==> src/rtl/keymem_arbiter_pkg.sv <==
// keymem_arbiter_pkg: shared FSM encoding and widths for the keymem arbiter.
package keymem_arbiter_pkg;

    localparam int unsigned KEY_WIDTH     = 256;
    localparam int unsigned KEY_ID_WIDTH  = 32;
    localparam int unsigned TMO_CNT_WIDTH = 16;

    typedef enum logic [1:0] {
        ST_IDLE  = 2'd0,
        ST_ISSUE = 2'd1,
        ST_WAIT  = 2'd2,
        ST_DONE  = 2'd3
    } state_e;

endpackage

==> src/rtl/keymem_rr_arbiter.sv <==
// keymem_rr_arbiter: combinational round-robin select among unmasked requests,
// searching upward from the path after last_grant_i.
module keymem_rr_arbiter #(
    parameter int unsigned NUM_PATHS = 4,
    parameter int unsigned IDX_W     = $clog2(NUM_PATHS)
) (
    input  logic [NUM_PATHS-1:0] req_i,
    input  logic [NUM_PATHS-1:0] mask_i,
    input  logic [IDX_W-1:0]     last_grant_i,
    output logic [IDX_W-1:0]     winner_o,
    output logic                 valid_o
);

    logic [NUM_PATHS-1:0] eligible;
    int unsigned          cand;
    logic [IDX_W-1:0]     cand_idx;

    // Walk offsets from farthest to nearest so the nearest eligible path wins.
    always_comb begin
        eligible = req_i & ~mask_i;
        winner_o = '0;
        cand     = 0;
        cand_idx = '0;
        for (int unsigned k = NUM_PATHS; k > 0; k--) begin
            cand     = (32'(last_grant_i) + k) % NUM_PATHS;
            cand_idx = IDX_W'(cand);
            if (eligible[cand_idx]) begin
                winner_o = cand_idx;
            end
        end
        valid_o = |eligible;
    end

endmodule

==> src/rtl/keymem_arbiter.sv <==
// keymem_arbiter: shares one keymem between NUM_PATHS network paths with
// round-robin arbitration, one transaction in flight at a time.
// Optional feature: define KEYMEM_ARBITER_TIMEOUT_EN to bound the keymem ack
// wait to TIMEOUT_CYCLES cycles and report expiry on path_key_err.
module keymem_arbiter
    import keymem_arbiter_pkg::*;
#(
    parameter int unsigned NUM_PATHS      = 4,
    parameter int unsigned TIMEOUT_CYCLES = 1023
) (
    input  logic                           clk156,
    input  logic                           areset_n,
    input  logic [NUM_PATHS-1:0]              path_key_req,
    input  logic [NUM_PATHS*KEY_ID_WIDTH-1:0] path_key_id,
    output logic [NUM_PATHS-1:0]              path_key_ack,
    output logic [KEY_WIDTH-1:0]              path_key,
    output logic                           path_key_err,
    output logic                           key_req,
    output logic [KEY_ID_WIDTH-1:0]        key_id,
    input  logic                           key_ack,
    input  logic [KEY_WIDTH-1:0]           key
);

    localparam int unsigned IDX_W = $clog2(NUM_PATHS);

    state_e                  state_q, state_d;
    logic [IDX_W-1:0]        grant_q, grant_d;
    logic [IDX_W-1:0]        last_grant_q, last_grant_d;
    logic [NUM_PATHS-1:0]    mask_q, mask_d;
    logic                    key_req_q, key_req_d;
    logic [KEY_ID_WIDTH-1:0] key_id_q, key_id_d;
    logic [KEY_WIDTH-1:0]    key_q, key_d;

    logic [IDX_W-1:0]        win_idx;
    logic                    win_valid;
    logic [KEY_ID_WIDTH-1:0] win_id;
    logic [NUM_PATHS-1:0]    grant_onehot;

`ifdef KEYMEM_ARBITER_TIMEOUT_EN
    localparam logic [TMO_CNT_WIDTH-1:0] TMO_LIMIT = TMO_CNT_WIDTH'(TIMEOUT_CYCLES - 1);
    logic                     err_q, err_d;
    logic [TMO_CNT_WIDTH-1:0] cnt_q, cnt_d;
`else
    // Timeout is compiled out; the parameter stays so instantiations are unchanged.
    if (TIMEOUT_CYCLES == 0) begin : g_timeout_unused
    end
`endif

    keymem_rr_arbiter #(
        .NUM_PATHS (NUM_PATHS),
        .IDX_W     (IDX_W)
    ) u_rr (
        .req_i        (path_key_req),
        .mask_i       (mask_q),
        .last_grant_i (last_grant_q),
        .winner_o     (win_idx),
        .valid_o      (win_valid)
    );

    // Pick the winner's id and decode the current grant to one-hot.
    always_comb begin
        win_id       = '0;
        grant_onehot = '0;
        for (int unsigned i = 0; i < NUM_PATHS; i++) begin
            if (win_idx == IDX_W'(i)) begin
                win_id = path_key_id[i*KEY_ID_WIDTH +: KEY_ID_WIDTH];
            end
            grant_onehot[i] = (grant_q == IDX_W'(i));
        end
    end

    // Next-state logic for the IDLE -> ISSUE -> WAIT -> DONE transaction.
    always_comb begin
        state_d      = state_q;
        grant_d      = grant_q;
        last_grant_d = last_grant_q;
        mask_d       = '0;
        key_req_d    = key_req_q;
        key_id_d     = key_id_q;
        key_d        = key_q;
`ifdef KEYMEM_ARBITER_TIMEOUT_EN
        err_d        = err_q;
        cnt_d        = cnt_q;
`endif
        case (state_q)
            ST_IDLE: begin
                if (win_valid) begin
                    grant_d  = win_idx;
                    key_id_d = win_id;
                    state_d  = ST_ISSUE;
                end
            end
            ST_ISSUE: begin
                key_req_d = 1'b1;
`ifdef KEYMEM_ARBITER_TIMEOUT_EN
                err_d     = 1'b0;
                cnt_d     = '0;
`endif
                state_d   = ST_WAIT;
            end
            ST_WAIT: begin
                if (key_ack) begin
                    key_d     = key;
                    key_req_d = 1'b0;
                    state_d   = ST_DONE;
                end
`ifdef KEYMEM_ARBITER_TIMEOUT_EN
                else if (cnt_q == TMO_LIMIT) begin
                    key_req_d = 1'b0;
                    err_d     = 1'b1;
                    state_d   = ST_DONE;
                end else begin
                    cnt_d = cnt_q + 1'b1;
                end
`endif
            end
            ST_DONE: begin
                last_grant_d = grant_q;
                // Mask the path just served for one IDLE cycle so its trailing req is ignored.
                mask_d       = grant_onehot;
                key_d        = '0;
`ifdef KEYMEM_ARBITER_TIMEOUT_EN
                err_d        = 1'b0;
`endif
                state_d      = ST_IDLE;
            end
            default: state_d = ST_IDLE;
        endcase
    end

    // State and datapath registers with asynchronous active-low reset.
    always_ff @(posedge clk156 or negedge areset_n) begin
        if (!areset_n) begin
            state_q      <= ST_IDLE;
            grant_q      <= '0;
            last_grant_q <= IDX_W'(NUM_PATHS - 1);
            mask_q       <= '0;
            key_req_q    <= 1'b0;
            key_id_q     <= '0;
            key_q        <= '0;
        end else begin
            state_q      <= state_d;
            grant_q      <= grant_d;
            last_grant_q <= last_grant_d;
            mask_q       <= mask_d;
            key_req_q    <= key_req_d;
            key_id_q     <= key_id_d;
            key_q        <= key_d;
        end
    end

`ifdef KEYMEM_ARBITER_TIMEOUT_EN
    // Timeout counter and error flag.
    always_ff @(posedge clk156 or negedge areset_n) begin
        if (!areset_n) begin
            err_q <= 1'b0;
            cnt_q <= '0;
        end else begin
            err_q <= err_d;
            cnt_q <= cnt_d;
        end
    end

    assign path_key_err = (state_q == ST_DONE) ? err_q : 1'b0;
`else
    assign path_key_err = 1'b0;
`endif

    assign path_key_ack = (state_q == ST_DONE) ? grant_onehot : '0;
    assign path_key     = (state_q == ST_DONE) ? key_q : '0;
    assign key_req      = key_req_q;
    assign key_id       = key_id_q;

endmodule

==> config.mk <==
export PLATFORM = sky130hd
export DESIGN_NAME = keymem_arbiter
export DESIGN_NICKNAME = d
export VERILOG_FILES = /design/src/rtl/keymem_arbiter_pkg.sv /design/src/rtl/keymem_rr_arbiter.sv /design/src/rtl/keymem_arbiter.sv
export SDC_FILE = /design/constraint.sdc
export NUM_CORES = 1
export LEC_CHECK = 0
export ABC_CLOCK_PERIOD_IN_PS = 5450
export BUFFER_PORTS_ARGS = -buffer_cell sky130_fd_sc_hd__buf_2
export CAP_MARGIN = 40
export CORE_AREA = 2 2 268 270
export CTS_BUF_LIST = sky130_fd_sc_hd__clkbuf_4 sky130_fd_sc_hd__clkbuf_8 sky130_fd_sc_hd__clkbuf_16
export CTS_CLUSTER_DIAMETER = 60
export DETAILED_ROUTE_END_ITERATION = 12
export DIE_AREA = 0 0 270 272
export SKIP_CTS_REPAIR_TIMING = 1
export SLEW_MARGIN = 20
export SYNTH_ARGS = -nofsm -noshare
export SYNTH_HDL_FRONTEND = slang
export SYNTH_SLANG_ARGS = --single-unit
==> constraint.sdc <==
create_clock -name clk156 -period 5.45 [get_ports clk156]
set_input_delay 0 -clock clk156 [delete_from_list [all_inputs] [get_ports clk156]]
set_output_delay 0 -clock clk156 [all_outputs]
set_load 0.02 [all_outputs]
==> flow_metrics.py, run 1 <==
metrics = {
    "floorplanning": {
        "start_util_pct": 19.5,
        "boundaryPins": 685,
        "core_area_mm2": 0.0708,
        "dieArea_mm2": 0.0734,
        "rows": 98,
        "die_h_um": 272,
        "die_x_um": 270,
    },
    "clocking": {
        "clk_latency_ns": 0.56,
        "clk_pin_slew_ns": 0.06,
        "htreeDepth": 2,
        "cts_made_buffers": 37,
        "cts_tree": "done",
        "clock_path_buffers": 3,
        "cts_sinks": 299,
        "clockRootBuffer": "clkbuf_16",
    },
    "grt": {
        "grt_overflow_total": 0,
        "grt_pass1_wl_um": 76700,
        "antenna_found_initial": 8,
        "grtUsageTotal_pct": 13.1,
        "grt_max_degree": 139,
        "first_global_vias": 12829,
    },
    "synth": {
        "ys_warn_count": 0,
        "synthAdderAreaFrac_pct": 0.363,
        "mappedNetlistArea_mm2": 0.0138,
        "syn_avg_cell_area_um2": 11.8,
        "synth-async-reset-ratio_pct": 100,
        "synth_edf_count": 0,
        "synth_top_family_by_area": "compound AO/OA/AOI/OAI gates",
        "synthTopCellsByArea": "dfrtp_1, a22o_1, and2_1",
        "synth-xor-area-share_pct": 0,
        "synth_mux_area_share_pct": 2.40,
        "synth_top_cell_by_area": "dfrtp_1",
        "yosys.area_share.simple_pct": 15.6,
        "ys_types": 44,
        "synth_top_area_share_pct": 53.9,
        "synth-compound-area-share_pct": 23.3,
        "ys_seq_area_share_pct": 54.3,
        "syn-num-nets": 1566,
        "ys_ff_latch": 299,
        "syn_inst": 1171,
        "synthFlopType": "dfrtp_1",
    },
    "sta": {
        "hold_ws_ns": 0.0531,
        "fin_ws_ns": 1.25,
        "slew_violations": 0,
        "min_period_ns": 4.20,
        "worst_pin_slew_ns": 0.951,
        "fin_crit_sh_pct": 77.1,
        "hold_viol_final": 0,
        "final-setup-viol-count": 0,
        "timing.slew.headroom_pct": 36.6,
        "finalSetupTns_ns": 0,
        "fin_skew_ns": 0.0250,
        "grt_setup_unrepaired": "false",
        "fmax_ghz": 0.238,
    },
    "routing": {
        "wl_per_cell_um": 17.6,
        "drtIter0Drc": 827,
        "vias": 13669,
        "wl_um": 55000,
        "ant_nets": 0,
        "drc": 0,
        "firstDrtPassIters": 5,
        "vias_per_cell": 4.38,
    },
    "place": {
        "post-place-ws_ns": 2.38,
        "routabilityCongestion": 0.960,
        "port_buffers": 683,
        "dp_hpwl_um": 36600,
        "placed_area_mm2": 0.0182,
    },
    "final_layout": {
        "area_growth_pct": 66.4,
        "fin_nets": 2536,
        "final_area_mm2": 0.0229,
        "final_util_pct": 32.4,
        "drive_gt1_share_pct": 38.5,
    },
    "run": {
        "drv_cap": 0,
    },
    "setup_path": {
        "worst_r2r_path_depth": 9,
        "path_class": "reg2reg",
        "worstPathArrival_ns": 4.68,
        "crit_fanout": 43,
        "end_kind": "register",
        "setup.worst_path.start_class": "register",
        "cp_data_required_time_ns": 5.93,
    },
    "outcome": {
        "status": "finished clean",
    },
    "power_and_ir_drop": {
        "peakVddDrop_uv": 255,
        "p_leak_nw": 11.5,
        "p_per_area_mw_per_mm2": 500,
    },
    "worst_hold_path": {
        "hold_class": "in2async",
    },
}
cells in the mapped netlist, types with 2 or more instances:
cell,count
inv_1,5
buf_6,11
nand2_1,37
a211oi_1,10
o21ai_0,3
dfstp_2,2
a211oi_2,24
mux2i_1,33
clkbuf_1,92
dfrtp_1,297
a2111oi_0,4
nor2b_1,2
nor3_1,32
buf_1,5
clkbuf_2,2
and2_1,257
nor2_1,38
nand2b_1,3
buf_2,5
a22o_1,256
ha_1,4
a2111oi_2,27
registers in the layout, summed over array words and instances (netlist names):
register	cells
grant_q	2
key_id	32
key_q	256
key_req	1
last_grant_q	2
mask_q	4
state_q	2
critical path, stage by stage, from the launching register on:
cell and delay (ns):
dfrtp_1 0.38, nand2b_1 0.27, a221oi_4 0.32, buf_4 0.39
or3_4 0.71, buf_4 0.47, mux2i_1 0.13, dlygate4sd3_1 0.61
a211oi_2 0.25, dlygate4sd3_1 0.58
per-layer routing:
metal	track usage (%)	up-vias	part of all wire (%)
met1	15.0	6702	38
met3	3.81	134	6.9
met5	0	-	0.062
met4	5.44	6	4.2
li1	-	6174	-
met2	22.9	653	51
cell families (layout without fill, tap and decap cells):
| group | count (synthesis) | count (layout) |
|---|---|---|
| muxes | 33 | 33 |
| adders and majority gates | 4 | 4 |
| DFF | 299 | 299 |
| buffers and inverters | 122 | 1118 |
| AOI/OAI and AO/OA | 335 | 335 |
| and+or+nand+nor | 377 | 377 |
| other | 1 | 5 |
stage by stage:
| step | instances | total power, mW |
|---|---|---|
| 5_1_grt | 3121 | 12.1 |
| 3_3_place_gp | 2705 | 8.06 |
| 4_1_cts | 2774 | 11.0 |
| 6_report | 3121 | 11.5 |
| 3_5_place_dp | 2709 | 8.30 |
| 2_1_floorplan | 1171 | 6.77 |
where the power goes:
part / internal (mW) / leakage [nW] / switching (mW)
registers: 3.18 / 3.89 / 0.566
logic: 2.25 / 6.96 / 2.88
clock network: 1.58 / 0.649 / 1.02
total: 7.00 / 11.5 / 4.46
path summary, 6_finish.rpt:
kind	from	to	slack, ns
max	mask_q[3]$_DFF_PN0_	key_id[7]$_DFFE_PN0P_	1.25
min in group clk156	key[98]	key_q[98]$_DFFE_PN0P_	0.19
min	areset_n	key_q[254]$_DFFE_PN0P_	0.05
max reg2reg	mask_q[3]$_DFF_PN0_	key_id[7]$_DFFE_PN0P_	1.25
max in group asynchronous	areset_n	key_q[140]$_DFFE_PN0P_	3.95
min reg2reg	key_q[143]$_DFFE_PN0P_	key_q[143]$_DFFE_PN0P_	0.50
cell usage in the layout, fill, tap and decap left out, types with 4 or more instances in the layout:
cell,netlist,final
nand2_1,37,37
clkbuf_4,0,5
and2_1,257,256
inv_1,5,5
dlygate4sd3_1,0,343
nor3_1,32,32
mux2i_1,33,32
a2111oi_2,27,27
buf_4,1,14
a2111oi_0,4,4
buf_2,5,682
a211oi_1,10,10
nor2_1,38,37
clkbuf_16,0,38
clkinv_2,0,6
buf_12,0,4
dfrtp_1,297,297
a22o_1,256,256
a211oi_2,24,23
clkbuf_8,0,9
diode_2,0,4
final cells by class:
cell class                      instances  area, um2
Clock buffer                           52       1110
Tap cell                              950       1190
Antenna cell                            4       10.0
Fill cell                            7090      47800
Clock inverter                         13        176
Sequential cell                       299       7480
Timing Repair Buffer                 1047       7130
Inverter                                6       22.5
Multi-Input combinational cell        750       5810
Power figures use the tool's default switching activity.
==> inputs of run 2 (changes only) <==
- ABC_AREA: unset -> 1
- ABC_CLOCK_PERIOD_IN_PS: 5450 -> 4100
- CORE_AREA: 2 2 268 270 -> 2 2 266 268
- DIE_AREA: 0 0 270 272 -> 0 0 268 270
- clock period: 5.45 -> 4.1 ns (I/O delays scaled with it)
==> run 2 against run 1 <==
Via count is 27% higher; synthesized cell count rose by 77%; final area rose by 5.7%; clock power rose by 38%; worst setup slack got worse by 0.77 ns; combinational power increased by 78%; largest cell class unchanged; largest power group unchanged.
==> flow_metrics.py, run 2 <==
metrics = {
    "sta": {
        "finalSetupTns_ns": 0,
        "min_period_ns": 3.62,
        "fin_crit_sh_pct": 88.4,
        "worst_pin_slew_ns": 0.860,
        "fmax_ghz": 0.276,
        "grt_setup_unrepaired": "false",
        "timing.slew.headroom_pct": 42.7,
        "hold_viol_final": 0,
        "final-setup-viol-count": 0,
        "fin_skew_ns": 0.0222,
        "slew_violations": 0,
    },
    "place": {
        "placed_area_mm2": 0.0196,
        "dp_hpwl_um": 42400,
        "routabilityCongestion": 0.817,
        "port_buffers": 683,
    },
    "setup_path": {
        "setup.worst_path.start_class": "register",
        "rrSetupSlack_ns": 0.48,
        "path_class": "reg2reg",
        "worstPathArrival_ns": 4.10,
        "end_kind": "register",
        "crit_fanout": 65,
        "cp_data_required_time_ns": 4.57,
    },
    "synth": {
        "synth_top_cell_by_area": "dfrtp_1",
        "synth.most_common_cell": "inv_1",
        "ys_seq_area_share_pct": 49.1,
        "ys_types": 32,
        "ys_warn_count": 0,
        "syn-num-nets": 2469,
        "synth_edf_count": 0,
        "syn_avg_cell_area_um2": 7.35,
        "mappedNetlistArea_mm2": 0.0152,
        "syn_inst": 2074,
        "ys_ff_latch": 299,
        "synth_top_area_share_pct": 48.8,
        "synthFlopType": "dfrtp_1",
        "synthTopCellsByArea": "dfrtp_1, inv_1, nand3_1",
        "netlist_top_cells_count": "inv_1, nand2_1, nand3_1, dfrtp_1, o21ai_0",
        "synth-async-reset-ratio_pct": 100,
    },
    "floorplanning": {
        "rows": 97,
        "die_x_um": 268,
        "die_h_um": 270,
        "boundaryPins": 685,
        "dieArea_mm2": 0.0724,
        "core_area_mm2": 0.0695,
        "start_util_pct": 21.9,
    },
    "clocking": {
        "clk_pin_slew_ns": 0.06,
        "cts_made_buffers": 41,
        "cts_tree": "done",
        "cts_sinks": 299,
        "htreeDepth": 2,
        "clock_path_buffers": 3,
        "clk_latency_ns": 0.55,
        "clockRootBuffer": "clkbuf_16",
    },
    "power_and_ir_drop": {
        "peakVddDrop_uv": 544,
        "p_leak_nw": 13.9,
        "p_per_area_mw_per_mm2": 735,
    },
    "routing": {
        "ant_nets": 0,
        "drtIter0Drc": 1088,
        "wl_per_cell_um": 15.9,
        "wl_um": 63400,
        "drc": 0,
        "vias": 17308,
        "vias_per_cell": 4.35,
        "firstDrtPassIters": 7,
    },
    "final_layout": {
        "mostFrequentLayoutCells": "buf_2, inv_1, nand2_1, nand3_1, dlygate4sd3_1",
        "multi_input_area_mm2": 0.00514,
        "fin_nets": 3402,
        "fillers": 7230,
        "drive_gt1_share_pct": 26.5,
        "final_area_mm2": 0.0242,
        "mostFrequentLayoutCell": "buf_2",
        "regArea_mm2": 0.00748,
        "top_register": "key_q",
        "area_growth_pct": 59.1,
        "largest_register_ffs": 256,
    },
    "worst_hold_path": {
        "hold_class": "in2reg",
    },
    "grt": {
        "grt_pass1_wl_um": 89300,
        "first_global_vias": 15494,
        "grt_overflow_total": 0,
        "antenna_found_initial": 8,
        "grt_max_degree": 135,
        "grtUsageTotal_pct": 15.7,
    },
    "run": {
        "drv_cap": 0,
    },
    "outcome": {
        "status": "finished clean",
    },
}
-- run 2: cell types whose count changed after synthesis, sizes merged, moves of 34 or more --
cell / change
inv: +523
nand2: +380
nand3: +331
o21ai: +259
and2: -257
a22o: -256
nand4: +64
a211oi: -34
-- run 2: worst paths after layout --
path                       depth (start not counted)                endpoint                        start
min                                                6  state_q[1]$_DFFE_PN0P_              path_key_req[3]
max in group asynchronous                          3   key_q[87]$_DFFE_PN0P_                     areset_n
min reg2reg                                        2   key_id[8]$_DFFE_PN0P_        key_id[8]$_DFFE_PN0P_
max reg2reg                                       14  key_id[18]$_DFFE_PN0P_  last_grant_q[0]$_DFFE_PN1P_
max                                               14  key_id[18]$_DFFE_PN0P_  last_grant_q[0]$_DFFE_PN1P_
min in group asynchronous                          2  key_q[227]$_DFFE_PN0P_                     areset_n
-- run 2: final cells by class --
class / instances / share of cell area [%]
Antenna cell: 6 / 0.0619
Clock buffer: 56 / 5.00
Clock inverter: 16 / 0.604
Inverter: 532 / 8.31
Multi-Input combinational cell: 1096 / 21.2
Sequential cell: 299 / 30.9
Tap cell: 940 / 4.85
Timing Repair Buffer: 1037 / 29.1
-- run 2: logic make-up (layout without fill, tap and decap cells) --
| kind of cell | count (synthesis) | after routing | share of synthesized area [%] |
|---|---|---|---|
| compound gates | 269 | 269 | 8.93 |
| xor+xnor | 2 | 2 | 0.115 |
| fa+ha+maj | 4 | 4 | 0.328 |
| buf+inv | 679 | 1641 | 17.3 |
| flops | 299 | 299 | 49.1 |
| other cells | 1 | 7 | 0.0246 |
| simple gates | 820 | 820 | 24.2 |
-- run 2: metrics by stage --
stage / setup slack, ns / total power, mW / std cells / hold WS (ns) / utilization (%)
final: 0.476 / 17.8 / 3982 / 0.0731 / 34.9
after global routing: 0.175 / 19.2 / 3981 / 0.122 / 34.8
after CTS: 1.02 / 16.9 / 3653 / -0.500 / 30.2
after detailed placement: 1.00 / 13.2 / 3581 / 0.120 / 28.2
after global placement: 1.06 / 13.0 / 3579 / 0.126 / 28.1
after floorplan: 2.07 / 10.4 / 2074 / -0.296 / -
-- run 2: layer usage --
layer	up-vias	track usage, %	routed length (um)
met5	-	0	27
met3	167	4.52	4970
met2	784	26.6	30800
met4	4	7.57	3180
li1	8209	-	-
met1	8144	18.1	24400
-- run 2: report_power, final --
group / leakage (nW) / internal [mW] / switching, mW
registers: 3.93 / 4.31 / 0.791
clock network: 0.678 / 2.14 / 1.42
logic: 9.34 / 3.19 / 5.95
total: 13.9 / 9.64 / 8.16
-- run 2: worst max-delay path, cell delays in order, from the launching register on --
cell and delay (ns):
dfstp_2 0.62, inv_4 0.08, nand3_1 0.07, nand2_1 0.07, nand2_1 0.12, nand2_1 0.08, nor2_1 0.11, nand2_2 0.44
nand2_4 0.24, buf_4 0.59, nand3_1 0.26, nand4_1 0.16, dlygate4sd3_1 0.55, nand2_1 0.05, nand2_1 0.07
==> inputs of run 3 (changes only) <==
- RECOVER_POWER: unset -> 50
==> run 3 against run 2 <==
Highest routed layer unchanged; cell count unchanged; wire length increased by 0.36%; the flow now finishes with violations (max-capacitance violations, max-slew violations); critical endpoint unchanged; final area decreased by 0.87%; register-to-register slack got worse by 0.06 ns; non-clock buffer count unchanged; clock-buffer cell count unchanged; combinational power decreased by 1%; worst setup slack got worse by 0.057 ns.
==> flow_metrics.py, run 3 (same netlist as run 2, synthesis figures left out) <==
metrics = {
    "outcome": {
        "status": "finished, violations left",
        "violations": "max-capacitance violations, max-slew violations",
    },
    "routing": {
        "drc": 0,
        "wl_um": 63700,
        "firstDrtPassIters": 7,
        "vias": 17379,
        "drtIter0Drc": 996,
        "vias_per_cell": 4.36,
        "wl_per_cell_um": 16.0,
        "ant_nets": 0,
    },
    "final_layout": {
        "largest_register_ffs": 256,
        "drive_gt1_share_pct": 22.6,
        "fin_cells": 3982,
        "top_register": "key_q",
        "final_util_pct": 34.6,
        "final_area_mm2": 0.0240,
        "fillers": 7312,
        "area_growth_pct": 57.7,
        "fin_nets": 3402,
        "mostFrequentLayoutCell": "buf_2",
        "mostFrequentLayoutCells": "buf_2, inv_1, nand2_1, nand3_1, dlygate4sd3_1",
    },
    "grt": {
        "grt_pass1_wl_um": 89300,
        "first_global_vias": 15494,
        "grtUsageTotal_pct": 15.7,
        "grt_max_degree": 135,
        "antenna_found_initial": 8,
        "grt_overflow_total": 0,
    },
    "sta": {
        "min_period_ns": 3.68,
        "grt_setup_unrepaired": "false",
        "fin_skew_ns": 0.0218,
        "timing.slew.headroom_pct": -81.9,
        "hold_ws_ns": 0.0778,
        "fin_crit_sh_pct": 89.8,
        "finalSetupTns_ns": 0,
        "fmax_ghz": 0.272,
        "slew_violations": 187,
        "hold_viol_final": 0,
        "worst_pin_slew_ns": 2.73,
        "final-setup-viol-count": 0,
    },
    "power_and_ir_drop": {
        "p_per_area_mw_per_mm2": 737,
        "peakVddDrop_uv": 532,
        "p_leak_nw": 13.5,
    },
    "floorplanning": {
        "rows": 97,
        "dieArea_mm2": 0.0724,
        "core_area_mm2": 0.0695,
        "boundaryPins": 685,
        "start_util_pct": 21.9,
        "die_x_um": 268,
        "die_h_um": 270,
    },
    "setup_path": {
        "worst_r2r_path_depth": 14,
        "setup.worst_path.start_class": "register",
        "end_kind": "register",
        "crit_fanout": 20,
        "path_class": "reg2reg",
        "worstPathArrival_ns": 4.16,
        "cp_data_required_time_ns": 4.57,
    },
    "clocking": {
        "cts_sinks": 299,
        "cts_tree": "done",
        "clk_pin_slew_ns": 0.06,
        "clk_latency_ns": 0.55,
        "cts_made_buffers": 41,
        "clock_path_buffers": 3,
        "htreeDepth": 2,
        "clockRootBuffer": "clkbuf_16",
    },
    "place": {
        "dp_hpwl_um": 42400,
        "port_buffers": 683,
        "placed_area_mm2": 0.0196,
        "placed_cells_incl_taps": 3581,
        "routabilityCongestion": 0.817,
    },
    "worst_hold_path": {
        "worst_hold_path.num_cells": 6,
        "hold_class": "in2reg",
    },
    "run": {
        "drv_cap": 2,
    },
}
[run 3: changes by cell type in the layout (fill, tap and decap cells not counted)]
cell / change
a21oi_2: -1
clkbuf_2: +3
clkbuf_1: +117
clkinvlp_4: +1
a21oi_1: +1
ha_4: -1
buf_12: -2
buf_4: -4
buf_6: +1
buf_8: -1
ha_1: +1
inv_8: -1
buf_2: -114
[run 3: final timing paths]
check                                    endpoint                        start  slack [ns]
min in group asynchronous  key_q[170]$_DFFE_PN0P_                     areset_n        0.83
max in group asynchronous     mask_q[2]$_DFF_PN0_                     areset_n        1.23
setup reg to reg           key_id[18]$_DFFE_PN0P_  last_grant_q[0]$_DFFE_PN1P_        0.42
setup / recovery           key_id[18]$_DFFE_PN0P_  last_grant_q[0]$_DFFE_PN1P_        0.42
hold / removal             state_q[1]$_DFFE_PN0P_              path_key_req[3]        0.08
hold reg to reg             key_id[8]$_DFFE_PN0P_        key_id[8]$_DFFE_PN0P_        0.48
[run 3: layer usage]
layer | up-vias | wire [um] | global-route usage, % | share of wire [%]
met5 | - | 27 | 0 | 0.042
met4 | 4 | 3150 | 7.57 | 4.9
met3 | 165 | 5020 | 4.52 | 7.9
met2 | 836 | 30900 | 26.6 | 49
met1 | 8161 | 24500 | 18.1 | 39
li1 | 8213 | - | - | -
[run 3: through the flow]
step | power [mW] | setup slack [ns]
final | 17.7 | 0.419
after global placement | 13.0 | 1.06
after global routing | 19.1 | 0.167
after floorplan | 10.4 | 2.07
after CTS | 16.9 | 1.02
after detailed placement | 13.2 | 1.00
[run 3: power breakdown]
part / internal [mW] / total, mW / switching, mW
combinational: 3.08 / 9.03 / 5.96
clock: 2.14 / 3.57 / 1.43
sequential: 4.31 / 5.10 / 0.791
total: 9.53 / 17.7 / 8.17
[run 3: critical path, cell delays in order (launching register included)]
cell and delay [ns]:
dfstp_2 0.62, inv_4 0.08, nand3_1 0.07, nand2_1 0.07, nand2_1 0.10, nand2_1 0.06, inv_1 0.05, nand2_1 0.06
a21oi_1 1.04, buf_4 0.44, nand3_1 0.19, nand4_1 0.16, dlygate4sd3_1 0.55, nand2_1 0.05, nand2_1 0.07
[run 3: area by class of cell]
| cell class | instances | area (um2) | area share, % |
|---|---|---|---|
| flip-flops and latches | 299 | 7480 | 31.1 |
| repair buffers | 1037 | 6850 | 28.5 |
| multi-input cells | 1096 | 5130 | 21.3 |
| inverters | 532 | 2010 | 8.37 |
| clock buffers | 56 | 1210 | 5.05 |
| well taps | 940 | 1180 | 4.89 |
| clock inverters | 16 | 146 | 0.609 |
| diodes | 6 | 15.0 | 0.0625 |
